## src/rtl/arb4_rr_stage.sv

```systemverilog
// arb4_rr_stage: four-requester round-robin arbiter with a registered
// valid/ready output stage. Drives one-hot/zero-hot selects into an external
// 4:1 AND/OR mux and captures the selected word (mux_dout) into out_data.
//
// Optional feature macro: ARB4_LOCK_EN
//   defined   -> packet lock: after a non-last word the granted requester
//                keeps ownership until it transfers a word with req_last=1.
//   undefined -> pure word-level round-robin; req_last is ignored.
//
// Ports:
//   clk, rst_n        clock (rising edge), asynchronous active-low reset
//   req_valid[3:0]    requester i has a word available
//   req_last[3:0]     word from requester i ends its packet (lock build only)
//   req_ready[3:0]    combinational accept per requester (equals sel vector)
//   sel0..sel3        combinational one-hot/zero-hot mux selects
//   mux_dout          selected word from the mux
//   out_valid/out_data/out_src  registered output word and its source index
//   out_ready         downstream accepts out_data
module arb4_rr_stage #(
  parameter int unsigned WIDTH = 32
) (
  input  logic             clk,
  input  logic             rst_n,
  input  logic [3:0]       req_valid,
  input  logic [3:0]       req_last,
  output logic [3:0]       req_ready,
  output logic             sel0,
  output logic             sel1,
  output logic             sel2,
  output logic             sel3,
  input  logic [WIDTH-1:0] mux_dout,
  output logic             out_valid,
  output logic [WIDTH-1:0] out_data,
  output logic [1:0]       out_src,
  input  logic             out_ready
);

  localparam int unsigned NREQ = 4;
  localparam int unsigned IDXW = 2;

  logic            adv_c;
  logic            grant_c;
  logic            gnt_found;
  logic [IDXW-1:0] gnt_idx;
  logic [IDXW-1:0] cand;
  logic [NREQ-1:0] sel_vec;
  logic [IDXW-1:0] ptr_q;

`ifdef ARB4_LOCK_EN
  typedef enum logic {
    ST_FREE   = 1'b0,
    ST_LOCKED = 1'b1
  } lock_state_e;

  lock_state_e     state_q, state_d;
  logic [IDXW-1:0] owner_q, owner_d;
`else
  logic unused_last;
  assign unused_last = ^req_last;
`endif

  // Stage can accept a new word when empty or draining this cycle.
  assign adv_c = !out_valid || out_ready;

  // Round-robin search starting at ptr; a held lock overrides the search.
  always_comb begin
    gnt_found = 1'b0;
    gnt_idx   = '0;
    cand      = '0;
    for (int k = 0; k < int'(NREQ); k++) begin
      cand = ptr_q + IDXW'(k);
      if (!gnt_found && req_valid[cand]) begin
        gnt_found = 1'b1;
        gnt_idx   = cand;
      end
    end
`ifdef ARB4_LOCK_EN
    if (state_q == ST_LOCKED) begin
      gnt_found = req_valid[owner_q];
      gnt_idx   = owner_q;
    end
`endif
  end

  // Selects are forced zero-hot while in reset or stalled.
  always_comb begin
    sel_vec = '0;
    if (rst_n && adv_c && gnt_found) begin
      sel_vec = NREQ'(1) << gnt_idx;
    end
  end

  assign grant_c   = |sel_vec;
  assign req_ready = sel_vec;
  assign sel0      = sel_vec[0];
  assign sel1      = sel_vec[1];
  assign sel2      = sel_vec[2];
  assign sel3      = sel_vec[3];

`ifdef ARB4_LOCK_EN
  // Lock state register.
  always_ff @(posedge clk or negedge rst_n) begin
    if (!rst_n) begin
      state_q <= ST_FREE;
      owner_q <= '0;
    end else begin
      state_q <= state_d;
      owner_q <= owner_d;
    end
  end

  // Lock next-state: a non-last word locks to its source, a last word frees.
  always_comb begin
    state_d = state_q;
    owner_d = owner_q;
    if (grant_c) begin
      if (req_last[gnt_idx]) begin
        state_d = ST_FREE;
      end else begin
        state_d = ST_LOCKED;
        owner_d = gnt_idx;
      end
    end
  end
`endif

  // Output register and rotation pointer.
  always_ff @(posedge clk or negedge rst_n) begin
    if (!rst_n) begin
      out_valid <= 1'b0;
      out_data  <= '0;
      out_src   <= '0;
      ptr_q     <= '0;
    end else if (grant_c) begin
      out_valid <= 1'b1;
      out_data  <= mux_dout;
      out_src   <= gnt_idx;
      ptr_q     <= gnt_idx + IDXW'(1);
    end else if (adv_c) begin
      out_valid <= 1'b0;
    end
  end

endmodule

```

## config.mk

```make
export PLATFORM = sky130hd
export DESIGN_NAME = arb4_rr_stage
export DESIGN_NICKNAME = d
export VERILOG_FILES = /design/src/rtl/arb4_rr_stage.sv
export SDC_FILE = /design/constraint.sdc
export NUM_CORES = 1
export LEC_CHECK = 0
export ABC_AREA = 0
export ABC_CLOCK_PERIOD_IN_PS = 1500
export CORE_AREA = 2 2 71 73
export CTS_BUF_LIST = sky130_fd_sc_hd__clkbuf_16
export DETAILED_ROUTE_END_ITERATION = 8
export DIE_AREA = 0 0 73 75
export GPL_ROUTABILITY_DRIVEN = 1
export HOLD_SLACK_MARGIN = 0.15
export PLACE_DENSITY_LB_ADDON = 0.08
export RECOVER_POWER = 25
export SYNTH_ARGS = -nofsm -noshare
export SYNTH_HDL_FRONTEND = slang
export SYNTH_SLANG_ARGS = --single-unit
```

## constraint.sdc

```tcl
create_clock -name clk -period 1.5 [get_ports clk]
set_input_delay 0.225 -clock clk [delete_from_list [all_inputs] [get_ports clk]]
set_output_delay 0.225 -clock clk [all_outputs]
set_load 0.02 [all_outputs]
```

==> impl_results.md <==
* Total negative setup slack at -3.17 ns
* GRT Max-Usage Layer: met2
* Switching power at 1010 uW
* Sw Share at 29.0%
* PD cells at 1280 mW/mm^2
* Count leader, synth: dfrtp_1
* FF-to-FF setup slack at 0 ns
* Starting density of the core at 33.2%
* Worst setup SP type: register
* Failing checks: negative setup slack
* Post-layout min period at 1.90 ns
* Final GP Congestion at 0.677
* Top FF cell, synth: dfrtp_1
* CP startpoint: ptr_q[1]
* Layout area overhead at 76.5%
* Unrepaired setup endpoints after global routing: yes
* Core Region at 0.00466 sq mm
* Worst Setup End Kind: primary output
* Max Slew Vio Count at 0
* Worst R2R Start: ptr_q[1]
* Peak supply drop at 773 uV
* Combinational power share at 36.0%
* Crit path to: sel0
* First-pass GRT wire length at 5620 um
* Post-DR vias/cell at 4.56
* WP data required at 1.27 ns
* DRT Pass-1 Iters at 2
* IO Pins at 86
* R2R depth at 6
* Top delay family on crit path: flip-flops
* Clock Pin Slew Worst Setup and Hold Paths at 0.05 ns
* Die area at 0.00548 sq mm
* Min-Delay Path Class: in -> reg
* TritonCTS Buffers at 5
* Layout Skew at 0.00300 ns
* Mapped Cells at 107
* Detail Route Antenna Nets at 0
* FF+latch area at 926 sq um
* Clock share of power at 27.5%
* Worst-Margin Slew at 0.808 ns
* M3 GR Usage at 4.82%
* Per-cell routed wire length at 14.1 um
* Synth Net Count at 150
* Int Pwr at 2480 uW
* Chip height at 75 um
* # diodes at 0
* Port buffer count at 81
* Setup ws final at -0.405 ns
* Max-Cap Viols at 0
* Synth Warn # at 0
* CTS tree: built
* Sequential power share at 36.5%
* Post-synth top cells: 37 x dfrtp_1, 29 x mux2_2, 6 x inv_1
* GR Overflow Total at 0
* Hold Path Cell Cnt at 2
* Global Route met2 Usage at 23.8%
* Initial antenna violation count at 0
* Clock Sinks at 37
* Vias in the first global route at 1219
* Detailed Place HPWL at 2590 um
* Worst slack, placed at -0.937 ns
* Largest net degree at the start of global routing at 38
* Layout net count at 245
* Syn Std Cell Area at 0.00155 sq mm
* Final wirelength at 3610 um
* Status: finished, violations left
* Share of layout cells above drive strength 1 at 36.0%
* Critical path class: reg -> out
* Worst reg2reg endpoint: ptr_q[0]
* Cell taking the most area after synthesis: dfrtp_1
* Ys async rst share at 100%
* Crit path DAT at 1.68 ns
* Max-slew headroom at 46.1%
* # rows at 25
* Slowest-stage cell, CP: dfrtp_1
* Filler cells at 392
* CP Cell Sequence: mux2i_1 > nor2_1 > a311oi_2 > buf_4 > nor3b_4 > buf_6
* CP bufs+invs at 2
* Largest cells by area after synthesis: dfrtp_1 60%, mux2_2 21%, mux2_4 2.9%
* Die width at 73 um
* CP peak stage delay at 0.40 ns
* Setup-failing EPs final at 10
* Syn Area/Cell at 14.5 sq um
* DR DRC count at 0
* WP depth at 6
* Synth top area share at 59.8%
* Post-synthesis sequential area ratio at 59.8%
* Initial DRC count at 34
* Tcrit/Tclk final at 127%
* Post-synth EDFFs at 0
* Clk buf depth at 2
* Fmax at 525 MHz
* Crit Path Max Fanout at 4
* Global Route Usage Sum at 13.7%
* P_leak at 0.00120 uW
* Clk Tree Root Cell: clkbuf_16
* DR vias at 1173
* Htree depth at 2
* Post-synth cell types at 21
* Hold Fails Final Rpt at 0
* Synthesized flop and latch total at 37
* GR Layer Usage met1 at 15.4%
* Worst-Skew Late Latency at 0.27 ns
* Multi-input combinational cell area at 589 sq um
[layer usage]
layer / vias up / part of all wire [%]
met3: 2 / 7.1
met5: - / 0
li1: 559 / -
met1: 566 / 40
met4: 0 / 0.61
met2: 46 / 52
[sequential cells by signal, summed over array words and instances, names as in the netlist]
register	cells
ptr_q	2
out_src	2
out_data	32
out_valid	1
[repair_timing]
| action | 4_1_cts | 5_1_grt |
|---|---|---|
| endpoints found under the setup margin | 44 | 46 |
| resized for setup | 65 | 15 |
| pin swaps | 8 | 5 |
| cloned | 1 | 1 |
| setup buffers | 4 | 0 |
| hold buffers | 1 | 0 |
| hold endpoints to repair | 37 | 0 |
[cells in the final DEF, fill, tap and decap left out, types with 2 or more instances in the layout]
cell             netlist  final
buf_6                  3      8
mux2_4                 3      3
clkinv_1               0      2
clkdlybuf4s15_1        0      2
inv_1                  6      6
buf_4                  4      9
clkbuf_2               0      2
dlymetal6s2s_1         0      4
a21oi_1                4      3
clkbuf_16              0      6
dfrtp_1               37     37
mux2_2                29     29
buf_12                 0      2
nor2_4                 0      2
nor2_1                 4      2
clkdlybuf4s50_1        0     63
o21ai_0                4      3
[layout make-up]
| class | count | share of cell area [%] |
|---|---|---|
| Clock buffer | 5 | 4.58 |
| Clock inverter | 3 | 0.458 |
| Inverter | 6 | 0.825 |
| Multi-Input combinational cell | 56 | 21.6 |
| Sequential cell | 37 | 33.9 |
| Tap cell | 54 | 2.47 |
| Timing Repair Buffer | 96 | 36.2 |
[cell families (layout without fill, tap and decap cells)]
| group | after synthesis | after routing | share of synthesized area (%) |
|---|---|---|---|
| compound gates | 13 | 13 | 6.31 |
| flops | 37 | 37 | 59.8 |
| mux | 33 | 33 | 24.7 |
| xor+xnor | 1 | 1 | 0.566 |
| simple gates | 9 | 9 | 2.75 |
| buf+inv | 14 | 110 | 5.90 |
[worst min path at each step]
stage | from | end
after floorplan | rst_n | out_data[0]
after global placement | rst_n | ptr_q[1]
final | out_ready | out_valid
after CTS | rst_n | out_valid
after global routing | out_ready | out_valid
after detailed placement | rst_n | ptr_q[1]
[power groups by stage]
stage          Combinational (uW)  Clock [uW]  Sequential, uW
2_1_floorplan                 367           0            1490
6_report                     1260         961            1270
4_1_cts                      1230        1000            1280
3_3_place_gp                 1140           0            1280
5_1_grt                      1340        1050            1300
3_5_place_dp                 1160           0            1290
[metrics by stage]
step / cells / total power, uW / util (%) / hold WS, ns / instance area (sq um)
2_1_floorplan: 107 / 1860 / - / -0.0706 / 1570
3_3_place_gp: 244 / 2420 / 52.6 / 0.328 / 2450
5_1_grt: 257 / 3690 / 58.6 / 0.209 / 2730
4_1_cts: 256 / 3510 / 57.6 / 0.351 / 2680
3_5_place_dp: 244 / 2450 / 52.6 / 0.336 / 2450
6_report: 257 / 3490 / 58.6 / 0.187 / 2730
Note: power is estimated with default switching activity, not from simulation.
